==> config.mk <==
export PLATFORM = sky130hd
export DESIGN_NAME = cache_refill_ctrl_flat
export DESIGN_NICKNAME = d
export VERILOG_FILES = /design/src/rtl/cache_refill_ctrl_pkg.sv /design/src/rtl/cache_refill_ctrl_if.sv /design/src/rtl/cache_refill_ctrl_victim_pick.sv /design/src/rtl/cache_refill_ctrl.sv /design/src/flat_wrapper.sv
export SDC_FILE = /design/constraint.sdc
export NUM_CORES = 1
export LEC_CHECK = 0
export ABC_AREA = 0
export CAP_MARGIN = 10
export CORE_MARGIN = 2
export CORE_UTILIZATION = 37
export CTS_BUF_LIST = sky130_fd_sc_hd__clkbuf_8 sky130_fd_sc_hd__clkbuf_16
export DETAILED_ROUTE_END_ITERATION = 6
export HOLD_SLACK_MARGIN = 0.03
export PLACE_DENSITY = 0.85
export SYNTH_ARGS = -nofsm -noshare
export SYNTH_HDL_FRONTEND = slang
export SYNTH_SLANG_ARGS = --single-unit
==> constraint.sdc <==
create_clock -name clk -period 1.8 [get_ports clk]
set_input_delay 0.36 -clock clk [delete_from_list [all_inputs] [get_ports clk]]
set_output_delay 0.36 -clock clk [all_outputs]
set_load 0.05 [all_outputs]
==> src/rtl/cache_refill_ctrl_pkg.sv <==
// rtl/cache_refill_ctrl_pkg.sv - shared FSM state type and address helper for the refill controller
package cache_refill_ctrl_pkg;

    localparam int ADDR_MAX_BITS = 64;

    typedef enum logic [2:0] {
        IDLE    = 3'd0,
        LOOKUP  = 3'd1,
        WB_REQ  = 3'd2,
        RD_REQ  = 3'd3,
        RD_WAIT = 3'd4,
        COMMIT  = 3'd5
    } refill_state_e;

    // Line address is {tag, index}; callers zero-extend and truncate to their own widths.
    function automatic logic [ADDR_MAX_BITS-1:0] compose_addr(
        input logic [ADDR_MAX_BITS-1:0] tag,
        input logic [ADDR_MAX_BITS-1:0] index,
        input int unsigned              index_bits
    );
        return (tag << index_bits) | index;
    endfunction

endpackage

==> src/rtl/cache_refill_ctrl_if.sv <==
// rtl/cache_refill_ctrl_if.sv - miss/hit/LRU/tag-array/memory/commit signal bundle
interface cache_refill_ctrl_if #(
    parameter int ASSOCIATIVITY = 2,
    parameter int INDEX_BITS    = 8,
    parameter int OUTPUT_BITS   = 2,
    parameter int TAG_BITS      = 20
);
    localparam int ADDR_BITS = TAG_BITS + INDEX_BITS;

    logic                     miss_valid;
    logic                     miss_ready;
    logic [INDEX_BITS-1:0]    miss_index;
    logic [TAG_BITS-1:0]      miss_tag;

    logic                     hit_valid;
    logic                     hit_ready;
    logic [INDEX_BITS-1:0]    hit_index;
    logic [OUTPUT_BITS-1:0]   hit_way;

    logic [INDEX_BITS-1:0]    line_selector;
    logic [OUTPUT_BITS-1:0]   referenced_set;
    logic                     lru_update;
    logic [OUTPUT_BITS-1:0]   lru_way;

    logic [ASSOCIATIVITY-1:0] way_valid;
    logic [ASSOCIATIVITY-1:0] way_dirty;
    logic [TAG_BITS-1:0]      victim_tag;

    logic                     wb_valid;
    logic                     wb_ready;
    logic [ADDR_BITS-1:0]     wb_addr;
    logic                     rd_valid;
    logic                     rd_ready;
    logic [ADDR_BITS-1:0]     rd_addr;
    logic                     rd_beat;

    logic                     tag_we;
    logic [OUTPUT_BITS-1:0]   tag_way;
    logic [INDEX_BITS-1:0]    tag_index;
    logic [TAG_BITS-1:0]      tag_value;
    logic                     done;
    logic [OUTPUT_BITS-1:0]   done_way;

    modport master (
        input  miss_valid, miss_index, miss_tag,
        output miss_ready,
        input  hit_valid, hit_index, hit_way,
        output hit_ready,
        output line_selector, referenced_set, lru_update,
        input  lru_way,
        input  way_valid, way_dirty, victim_tag,
        output wb_valid, wb_addr,
        input  wb_ready,
        output rd_valid, rd_addr,
        input  rd_ready, rd_beat,
        output tag_we, tag_way, tag_index, tag_value, done, done_way
    );

    modport slave (
        output miss_valid, miss_index, miss_tag,
        input  miss_ready,
        output hit_valid, hit_index, hit_way,
        input  hit_ready,
        input  line_selector, referenced_set, lru_update,
        output lru_way,
        output way_valid, way_dirty, victim_tag,
        input  wb_valid, wb_addr,
        output wb_ready,
        input  rd_valid, rd_addr,
        output rd_ready, rd_beat,
        input  tag_we, tag_way, tag_index, tag_value, done, done_way
    );

endinterface

==> src/rtl/cache_refill_ctrl_victim_pick.sv <==
// rtl/cache_refill_ctrl_victim_pick.sv - victim way: lowest invalid way, else the LRU way
module victim_pick #(
    parameter int ASSOCIATIVITY = 2,
    parameter int OUTPUT_BITS   = 2
) (
    input  logic [ASSOCIATIVITY-1:0] way_valid,
    input  logic [ASSOCIATIVITY-1:0] way_dirty,
    input  logic [OUTPUT_BITS-1:0]   lru_way,
    output logic [OUTPUT_BITS-1:0]   way,
    output logic                     victim_dirty
);

    always_comb begin
        way = lru_way;
        // Scan downwards so the lowest-numbered invalid way is the last to win.
        for (int i = ASSOCIATIVITY - 1; i >= 0; i--) begin
            if (!way_valid[i]) begin
                way = OUTPUT_BITS'(i);
            end
        end
        victim_dirty = 1'b0;
        for (int i = 0; i < ASSOCIATIVITY; i++) begin
            if (OUTPUT_BITS'(i) == way) begin
                victim_dirty = way_valid[i] && way_dirty[i];
            end
        end
    end

endmodule

==> src/rtl/cache_refill_ctrl.sv <==
// rtl/cache_refill_ctrl.sv - cache miss refill sequencer: victim pick, writeback, line read, tag commit
module cache_refill_ctrl
    import cache_refill_ctrl_pkg::*;
#(
    parameter int ASSOCIATIVITY = 2,
    parameter int ENTRIES       = 256,
    parameter int INDEX_BITS    = 8,
    parameter int OUTPUT_BITS   = 2,
    parameter int TAG_BITS      = 20,
    parameter int LINE_BEATS    = 4
) (
    input  logic              clk,
    input  logic              rst_n,
    cache_refill_ctrl_if.master bus
);

    localparam int ADDR_BITS = TAG_BITS + INDEX_BITS;
    localparam int BEAT_BITS = $clog2(LINE_BEATS + 1);

    if (ASSOCIATIVITY < 2 || (ASSOCIATIVITY & (ASSOCIATIVITY - 1)) != 0
        || ENTRIES != (1 << INDEX_BITS) || (1 << OUTPUT_BITS) < ASSOCIATIVITY
        || LINE_BEATS < 1 || ADDR_BITS > ADDR_MAX_BITS) begin : g_bad_params
        $error("cache_refill_ctrl: inconsistent parameters");
    end

    refill_state_e            state, state_next;
    logic [INDEX_BITS-1:0]    idx_q;
    logic [TAG_BITS-1:0]      tag_q;
    logic [OUTPUT_BITS-1:0]   way_q;
    logic [TAG_BITS-1:0]      vtag_q;
    logic [BEAT_BITS-1:0]     beat_q;
    logic [OUTPUT_BITS-1:0]   pick_way;
    logic                     pick_dirty;
    logic                     hit_ok;
    logic                     beat_last;

    victim_pick #(
        .ASSOCIATIVITY (ASSOCIATIVITY),
        .OUTPUT_BITS   (OUTPUT_BITS)
    ) u_victim_pick (
        .way_valid    (bus.way_valid),
        .way_dirty    (bus.way_dirty),
        .lru_way      (bus.lru_way),
        .way          (pick_way),
        .victim_dirty (pick_dirty)
    );

    assign beat_last = (beat_q == BEAT_BITS'(LINE_BEATS - 1));

    always_ff @(posedge clk or negedge rst_n) begin
        if (!rst_n) begin
            state <= IDLE;
        end else begin
            state <= state_next;
        end
    end

    always_ff @(posedge clk or negedge rst_n) begin
        if (!rst_n) begin
            idx_q  <= '0;
            tag_q  <= '0;
            way_q  <= '0;
            vtag_q <= '0;
            beat_q <= '0;
        end else begin
            if (state == IDLE && bus.miss_valid) begin
                idx_q <= bus.miss_index;
                tag_q <= bus.miss_tag;
            end
            // The tag array is addressed by idx_q/pick_way during LOOKUP, so victim_tag is valid only here.
            if (state == LOOKUP) begin
                way_q  <= pick_way;
                vtag_q <= bus.victim_tag;
            end
            if (state == RD_REQ && bus.rd_ready) begin
                beat_q <= '0;
            end else if (state == RD_WAIT && bus.rd_beat) begin
                beat_q <= beat_q + 1'b1;
            end
        end
    end

    always_comb begin
        state_next         = state;
        hit_ok             = 1'b1;
        bus.miss_ready     = 1'b0;
        bus.line_selector  = bus.hit_index;
        bus.referenced_set = bus.hit_way;
        bus.lru_update     = 1'b0;
        bus.wb_valid       = 1'b0;
        bus.rd_valid       = 1'b0;
        bus.wb_addr        = ADDR_BITS'(compose_addr(ADDR_MAX_BITS'(vtag_q), ADDR_MAX_BITS'(idx_q), INDEX_BITS));
        bus.rd_addr        = ADDR_BITS'(compose_addr(ADDR_MAX_BITS'(tag_q), ADDR_MAX_BITS'(idx_q), INDEX_BITS));
        bus.tag_we         = 1'b0;
        bus.tag_way        = way_q;
        bus.tag_index      = idx_q;
        bus.tag_value      = tag_q;
        bus.done           = 1'b0;
        bus.done_way       = way_q;

        case (state)
            IDLE: begin
                bus.miss_ready = 1'b1;
                if (bus.miss_valid) begin
                    state_next = LOOKUP;
                end
            end
            LOOKUP: begin
                hit_ok             = 1'b0;
                bus.line_selector  = idx_q;
                bus.referenced_set = pick_way;
                state_next         = pick_dirty ? WB_REQ : RD_REQ;
            end
            WB_REQ: begin
                bus.wb_valid = 1'b1;
                if (bus.wb_ready) begin
                    state_next = RD_REQ;
                end
            end
            RD_REQ: begin
                bus.rd_valid = 1'b1;
                if (bus.rd_ready) begin
                    state_next = RD_WAIT;
                end
            end
            RD_WAIT: begin
                if (bus.rd_beat && beat_last) begin
                    state_next = COMMIT;
                end
            end
            COMMIT: begin
                hit_ok             = 1'b0;
                bus.line_selector  = idx_q;
                bus.referenced_set = way_q;
                bus.lru_update     = 1'b1;
                bus.tag_we         = 1'b1;
                bus.done           = 1'b1;
                state_next         = IDLE;
            end
            default: begin
                state_next = IDLE;
            end
        endcase

        // Hits only reach the LRU when the refill is not using the port this cycle.
        if (bus.hit_valid && hit_ok) begin
            bus.lru_update = 1'b1;
        end
        bus.hit_ready = hit_ok;
    end

endmodule
==> src/flat_wrapper.sv <==
// flat-port wrapper written by rule: the top's interface ports become plain ports
module cache_refill_ctrl_flat import cache_refill_ctrl_pkg::*;
#(
    parameter int ASSOCIATIVITY = 2,
    parameter int ENTRIES       = 256,
    parameter int INDEX_BITS    = 8,
    parameter int OUTPUT_BITS   = 2,
    parameter int TAG_BITS      = 20,
    parameter int LINE_BEATS    = 4
)
  (clk, rst_n, bus_miss_valid, bus_miss_index, bus_miss_tag, bus_miss_ready, bus_hit_valid, bus_hit_index, bus_hit_way, bus_hit_ready, bus_line_selector, bus_referenced_set, bus_lru_update, bus_lru_way, bus_way_valid, bus_way_dirty, bus_victim_tag, bus_wb_valid, bus_wb_addr, bus_wb_ready, bus_rd_valid, bus_rd_addr, bus_rd_ready, bus_rd_beat, bus_tag_we, bus_tag_way, bus_tag_index, bus_tag_value, bus_done, bus_done_way);
  cache_refill_ctrl_if #(.ASSOCIATIVITY(ASSOCIATIVITY), .INDEX_BITS(INDEX_BITS), .OUTPUT_BITS(OUTPUT_BITS), .TAG_BITS(TAG_BITS)) bus_i ();
  input  logic clk;
  input  logic rst_n;
  input wire logic [$bits(bus_i.miss_valid)-1:0] bus_miss_valid;
  input wire logic [$bits(bus_i.miss_index)-1:0] bus_miss_index;
  input wire logic [$bits(bus_i.miss_tag)-1:0] bus_miss_tag;
  output wire logic [$bits(bus_i.miss_ready)-1:0] bus_miss_ready;
  input wire logic [$bits(bus_i.hit_valid)-1:0] bus_hit_valid;
  input wire logic [$bits(bus_i.hit_index)-1:0] bus_hit_index;
  input wire logic [$bits(bus_i.hit_way)-1:0] bus_hit_way;
  output wire logic [$bits(bus_i.hit_ready)-1:0] bus_hit_ready;
  output wire logic [$bits(bus_i.line_selector)-1:0] bus_line_selector;
  output wire logic [$bits(bus_i.referenced_set)-1:0] bus_referenced_set;
  output wire logic [$bits(bus_i.lru_update)-1:0] bus_lru_update;
  input wire logic [$bits(bus_i.lru_way)-1:0] bus_lru_way;
  input wire logic [$bits(bus_i.way_valid)-1:0] bus_way_valid;
  input wire logic [$bits(bus_i.way_dirty)-1:0] bus_way_dirty;
  input wire logic [$bits(bus_i.victim_tag)-1:0] bus_victim_tag;
  output wire logic [$bits(bus_i.wb_valid)-1:0] bus_wb_valid;
  output wire logic [$bits(bus_i.wb_addr)-1:0] bus_wb_addr;
  input wire logic [$bits(bus_i.wb_ready)-1:0] bus_wb_ready;
  output wire logic [$bits(bus_i.rd_valid)-1:0] bus_rd_valid;
  output wire logic [$bits(bus_i.rd_addr)-1:0] bus_rd_addr;
  input wire logic [$bits(bus_i.rd_ready)-1:0] bus_rd_ready;
  input wire logic [$bits(bus_i.rd_beat)-1:0] bus_rd_beat;
  output wire logic [$bits(bus_i.tag_we)-1:0] bus_tag_we;
  output wire logic [$bits(bus_i.tag_way)-1:0] bus_tag_way;
  output wire logic [$bits(bus_i.tag_index)-1:0] bus_tag_index;
  output wire logic [$bits(bus_i.tag_value)-1:0] bus_tag_value;
  output wire logic [$bits(bus_i.done)-1:0] bus_done;
  output wire logic [$bits(bus_i.done_way)-1:0] bus_done_way;
  assign bus_i.miss_valid = bus_miss_valid;
  assign bus_i.miss_index = bus_miss_index;
  assign bus_i.miss_tag = bus_miss_tag;
  assign bus_miss_ready = bus_i.miss_ready;
  assign bus_i.hit_valid = bus_hit_valid;
  assign bus_i.hit_index = bus_hit_index;
  assign bus_i.hit_way = bus_hit_way;
  assign bus_hit_ready = bus_i.hit_ready;
  assign bus_line_selector = bus_i.line_selector;
  assign bus_referenced_set = bus_i.referenced_set;
  assign bus_lru_update = bus_i.lru_update;
  assign bus_i.lru_way = bus_lru_way;
  assign bus_i.way_valid = bus_way_valid;
  assign bus_i.way_dirty = bus_way_dirty;
  assign bus_i.victim_tag = bus_victim_tag;
  assign bus_wb_valid = bus_i.wb_valid;
  assign bus_wb_addr = bus_i.wb_addr;
  assign bus_i.wb_ready = bus_wb_ready;
  assign bus_rd_valid = bus_i.rd_valid;
  assign bus_rd_addr = bus_i.rd_addr;
  assign bus_i.rd_ready = bus_rd_ready;
  assign bus_i.rd_beat = bus_rd_beat;
  assign bus_tag_we = bus_i.tag_we;
  assign bus_tag_way = bus_i.tag_way;
  assign bus_tag_index = bus_i.tag_index;
  assign bus_tag_value = bus_i.tag_value;
  assign bus_done = bus_i.done;
  assign bus_done_way = bus_i.done_way;
  cache_refill_ctrl #(.ASSOCIATIVITY(ASSOCIATIVITY), .ENTRIES(ENTRIES), .INDEX_BITS(INDEX_BITS), .OUTPUT_BITS(OUTPUT_BITS), .TAG_BITS(TAG_BITS), .LINE_BEATS(LINE_BEATS)) u_core (.clk(clk), .rst_n(rst_n), .bus(bus_i));
endmodule
==> impl_metrics.env, run 1 <==
export IMPL_num_io_pins=176
export IMPL_core_area_um2=7290
export IMPL_grt_pass1_wl_mm=11.3
export IMPL_endpoint_kind="primary output"
export IMPL_antennaDiodeCount=0
export IMPL_hold_slack_ns=0.0555
export IMPL_final_common_cell="buf_4"
export IMPL_viasPerCell=4.65
export IMPL_multi_input_area_um2=1080
export IMPL_fin_nets=449
export IMPL_clock_sinks=56
export IMPL_cp_startpoint="u_core.state[1]$_DFFE_PN0P_"
export IMPL_rsz0062_at_grt="true"
export IMPL_die_height_um=91.0
export IMPL_min_period_over_period_pct=103
export IMPL_antenna_found_initial=0
export IMPL_report_final_slew_viol_count=0
export IMPL_drtIter0Drc=39
export IMPL_hold_violations=0
export IMPL_synth_avg_cell_area_um2=12.4
export IMPL_grt_pass1_vias=2193
export IMPL_final_cell_mix="102 x buf_4, 68 x clkdlybuf4s50_1, 55 x dfrtp_1"
export IMPL_num_rows=31
export IMPL_start_kind="flip-flop"
export IMPL_finalWorstSetupSlack_ns=-0.0611
export IMPL_fillCellCount=580
export IMPL_post_route_util_pct=62.2
export IMPL_fin_crit_ns=1.86
export IMPL_tightest_slew_ns=0.358
export IMPL_htreeDepth=2
export IMPL_clkTransAtPathRegs_ns=0.11
export IMPL_die_area_um2=8280
export IMPL_r2r_start="u_core.state[0]$_DFFE_PN0P_"
export IMPL_ys_warn_count=0
export IMPL_die_w_um=91.0
export IMPL_regArea_um2=1400
export IMPL_areaGrowthSynthToFinish_pct=61.9
export IMPL_drt_total_wl_mm=7.17
export IMPL_preCtsSetupSlack_ns=-0.0102
export IMPL_netlist_instances=225
export IMPL_ys_seq_elements=56
export IMPL_synth_area_leaders="dfrtp_1 50%, mux2_2 12%, buf_4 11%"
export IMPL_syn_nets=298
export IMPL_place_area_um2=4270
export IMPL_setup_violations=6
export IMPL_yosys_area_top_type="dfrtp_1"
export IMPL_synth_area_um2=2800
export IMPL_cts_tree="yes"
export IMPL_vias=2213
export IMPL_grt_max_degree=30
export IMPL_drive_gt1_share_pct=53.8
export IMPL_cp_arrival_ns=1.50
export IMPL_place_gp_congestion=0.738
export IMPL_cp_data_required_time_ns=1.44
export IMPL_skew_ns=0.00494
export IMPL_ant_nets=0
export IMPL_ys_seq_area_share_pct=50.0
export IMPL_worst_hold_path_type="primary input to async pin"
export IMPL_max_cap_violations=0
export IMPL_grtUsageTotal_pct=17.1
export IMPL_maxSlewHeadroom_pct=76.1
export IMPL_portBuffers=175
export IMPL_hpwlAfterDp_mm=5.52
export IMPL_dr_pass1_iters=4
export IMPL_synth_cell_types=34
export IMPL_synth_top_cell_area_share_pct=50.0
export IMPL_worstPathMaxFanout=3
export IMPL_grt_overflow_total=0
export IMPL_root_buffer="clkbuf_8"
export IMPL_status="complete, but fails checks"
export IMPL_clk_path_buf_depth=2
export IMPL_clk_latency_ns=0.31
export IMPL_max_freq_ghz=0.537
export IMPL_start_util_pct=38.4
export IMPL_drc=0
export IMPL_routedWlPerCell_um=15.1
export IMPL_timing_setup_critical_path_class="flip-flop to primary output"
export IMPL_numCtsBuffers=5
export IMPL_violations="negative setup slack"
export IMPL_design_area_um2=4530
## sequential cells by signal (all words and copies together), names as in the netlist
register,count
u_core.beat_q,3
u_core.bus.done_way,2
u_core.vtag_q,20
u_core.bus.tag_index,8
u_core.state,3
u_core.bus.tag_value,20
## cell families after synthesis
group | synth area share, %
xor+xnor | 0.313
mux | 22.4
fa+ha+maj | 0.894
simple gates | 8.58
buf+inv | 14.7
flops | 50.0
compound gates | 3.08
## Yosys cell counts
| cell type | n |
|---|---|
| dfrtp_1 | 56 |
| buf_4 | 41 |
| mux2_2 | 30 |
| nand2_1 | 28 |
| mux2_4 | 18 |
| nor2_1 | 6 |
| and3_1 | 4 |
| buf_6 | 4 |
| clkbuf_1 | 3 |
| inv_1 | 3 |
| nand3_1 | 3 |
| a211oi_1 | 2 |
| a21o_1 | 2 |
| a21oi_1 | 2 |
| ha_1 | 2 |
| mux2i_1 | 2 |
| nor3_1 | 2 |
| a21boi_0 | 1 |
| a41o_1 | 1 |
| and2_1 | 1 |
| and4_1 | 1 |
| and4bb_2 | 1 |
| buf_12 | 1 |
| buf_8 | 1 |
| nand2b_1 | 1 |
| nor2b_1 | 1 |
| nor3b_1 | 1 |
| nor4_1 | 1 |
| o211ai_1 | 1 |
| o21a_1 | 1 |
| o21ai_0 | 1 |
| o32ai_1 | 1 |
| or3b_1 | 1 |
| xnor2_1 | 1 |
## layout make-up
class / count / area share [%]
flip-flops and latches: 56 / 30.9
multi-input cells: 116 / 23.8
inverters: 3 / 0.304
repair buffers: 194 / 40.1
clock buffers: 5 / 1.52
well taps: 99 / 2.73
clock inverters: 3 / 0.607
## per-layer routing
metal | share of wire, % | vias to the layer above | wire length [µm] | track usage [%]
met2 | 52 | 113 | 3700 | 29.9
li1 | - | 1022 | - | -
met1 | 40 | 1070 | 2850 | 21.4
met3 | 7.5 | 8 | 539 | 3.73
met4 | 1.1 | 0 | 77 | 4.55
met5 | 0 | - | 0 | 0
## what timing repair did
| item | in CTS | in global routing |
|---|---|---|
| setup endpoints to repair | 11 | 43 |
| hold buffers | 0 | 0 |
| cloned | 1 | 0 |
| pin swaps | 4 | 3 |
| setup buffers | 3 | 0 |
| gates resized for setup | 18 | 13 |
## final timing paths
check,to,slack (ns),cells after the start
max,bus_lru_update,-0.06,6
min,u_core.beat_q[2]$_DFFE_PN0P_,0.06,2
max reg2reg,u_core.bus.tag_value[9]$_DFFE_PN0P_,0.06,6
min reg2reg,u_core.vtag_q[1]$_DFFE_PN0P_,0.52,1
max in group asynchronous,u_core.bus.tag_value[0]$_DFFE_PN0P_,1.47,2
min in group clk,u_core.bus.done_way[1]$_DFFE_PN0P_,0.39,3
## through the flow
step | TNS [ns] | std cells
4_1_cts | -0.251 | 476
3_3_place_gp | 0 | 464
5_1_grt | -0.617 | 476
6_report | -0.256 | 476
2_1_floorplan | -0.0452 | 225
3_5_place_dp | -0.0102 | 464
## worst max-delay path: stages (launching register included)
cell and delay, ns:
dfrtp_1 0.43, nor2b_4 0.16, inv_4 0.08, buf_12 0.14, nor2_4 0.08, a21o_1 0.15
buf_12 0.15
Power of run 1 is not shown: default switching activity piles up to over one toggle a cycle in this logic, so the estimate is an artifact.
==> inputs of run 2 (changes only) <==
Settings changed: CORE_UTILIZATION 37 to 33, PLACE_DENSITY 0.85 to 0.8.
Clock period 1.8 ns to 1.6 ns, I/O delays scaled along.
==> run 2 against run 1 <==
  * The flow still finishes with violations (negative setup slack)
  * Non-clock buffer count increased by 6
  * Sequential cell count unchanged
  * Clock skew rose by 0.0067 ns
  * Die area rose by 12%
  * Via count up 1.0%
  * Sequential share of layout area is 3.6 points lower
  * Register-to-register slack got worse by 0.07 ns
  * Routed wire length rose by 6.0%
  * Hold slack better by 0.47 ns
  * Cell area increased by 13%
  * First-iteration DRC count down 10%
  * Final cell count grew 2.5%
==> impl_metrics.env, run 2 (synthesis results as in run 1) <==
export IMPL_violations="negative setup slack"
export IMPL_portBuffers=175
export IMPL_design_area_um2=5130
export IMPL_cts_tree="yes"
export IMPL_antenna_found_initial=0
export IMPL_final_common_cell="clkdlybuf4s50_1"
export IMPL_min_period_over_period_pct=110
export IMPL_die_w_um=96.1
export IMPL_drc=0
export IMPL_root_buffer="clkbuf_8"
export IMPL_endpoint_kind="primary output"
export IMPL_drive_gt1_share_pct=54.3
export IMPL_clock_sinks=56
export IMPL_worstPathMaxFanout=4
export IMPL_areaGrowthSynthToFinish_pct=83.4
export IMPL_status="complete, but fails checks"
export IMPL_cp_data_required_time_ns=1.28
export IMPL_die_area_um2=9240
export IMPL_grt_pass1_wl_mm=11.2
export IMPL_clkTransAtPathRegs_ns=0.10
export IMPL_drtIter0Drc=35
export IMPL_finalWorstSetupSlack_ns=-0.161
export IMPL_grt_max_degree=57
export IMPL_maxSlewHeadroom_pct=73.4
export IMPL_report_final_slew_viol_count=0
export IMPL_fin_nets=455
export IMPL_die_height_um=96.1
export IMPL_setup_violations=25
export IMPL_dr_pass1_iters=4
export IMPL_grt_overflow_total=0
export IMPL_ant_nets=0
export IMPL_start_kind="flip-flop"
export IMPL_skew_ns=0.0117
export IMPL_vias=2236
export IMPL_hpwlAfterDp_mm=5.80
export IMPL_grt_pass1_vias=2240
export IMPL_clk_latency_ns=0.31
export IMPL_fin_crit_ns=1.76
export IMPL_place_area_um2=4770
export IMPL_routedWlPerCell_um=15.6
export IMPL_numCtsBuffers=5
export IMPL_num_rows=33
export IMPL_timing_setup_critical_path_class="flip-flop to primary output"
export IMPL_worst_hold_path_type="flip-flop to flip-flop"
export IMPL_fillCellCount=635
export IMPL_clk_path_buf_depth=2
export IMPL_hold_slack_ns=0.521
export IMPL_hold_violations=0
export IMPL_max_cap_violations=0
export IMPL_num_io_pins=176
export IMPL_grtUsageTotal_pct=15.9
export IMPL_cp_arrival_ns=1.44
export IMPL_tightest_slew_ns=0.399
export IMPL_drt_total_wl_mm=7.60
export IMPL_max_freq_ghz=0.568
export IMPL_core_area_um2=8220
export IMPL_tns_ns=-2.16
export IMPL_htreeDepth=2
export IMPL_final_cell_mix="69 x clkdlybuf4s50_1, 65 x buf_4, 55 x dfrtp_1"
export IMPL_place_gp_congestion=0.748
export IMPL_start_util_pct=34.1
export IMPL_rsz0062_at_grt="true"
export IMPL_antennaDiodeCount=0
export IMPL_viasPerCell=4.58
[run 2: stage by stage]
step / util [%] / instances / worst slack, ns
after floorplan: - / 225 / -0.240
after global placement: 58.1 / 472 / -0.121
after detailed placement: 58.1 / 472 / -0.145
after CTS: 61.6 / 484 / -0.189
after global routing: 62.5 / 488 / -0.263
final: 62.5 / 488 / -0.161
[run 2: worst paths after layout]
kind / startpoint / endpoint / slack [ns] / cells past startpoint
setup / recovery: u_core.state[0]$_DFFE_PN0P_ / bus_lru_update / -0.16 / 6
hold / removal: u_core.vtag_q[3]$_DFFE_PN0P_ / u_core.vtag_q[3]$_DFFE_PN0P_ / 0.52 / 1
setup reg to reg: u_core.state[1]$_DFFE_PN0P_ / u_core.vtag_q[10]$_DFFE_PN0P_ / -0.01 / 4
hold reg to reg: u_core.vtag_q[3]$_DFFE_PN0P_ / u_core.vtag_q[3]$_DFFE_PN0P_ / 0.52 / 1
max in group asynchronous: rst_n / u_core.state[2]$_DFFE_PN0P_ / 0.81 / 3
min in group asynchronous: rst_n / u_core.vtag_q[1]$_DFFE_PN0P_ / 0.53 / 3
[run 2: worst max-delay path, stage by stage, from the launching register on]
cell,delay (ns)
dfrtp_1,0.40
nor2b_4,0.19
inv_2,0.08
buf_6,0.12
nor2_4,0.08
a21o_1,0.13
buf_12,0.14
[run 2: what timing repair did]
action                                 4_1_cts  5_1_grt
pin swaps                                    3        1
hold buffers                                 1        0
endpoints found under the hold margin       56        0
setup buffers                                3        1
setup endpoints to repair                   17       64
resized for setup                           38        3
gates cloned                                 0        3
[run 2: final cells by class]
type	count	area, µm²	area share [%]
clock inverters	3	42.5	0.828
well taps	105	131	2.56
multi-input cells	116	1120	21.9
flip-flops and latches	56	1400	27.3
clock buffers	5	68.8	1.34
repair buffers	200	2360	45.9
inverters	3	11.3	0.219
[run 2: layer usage]
layer	vias up	part of all wire, %	track usage [%]
li1	1037	-	-
met5	-	0	0
met2	101	55	30.4
met1	1089	36	16.8
met4	0	1.1	3.93
met3	9	8.8	4.46
Power of run 2 is left out for the same reason.
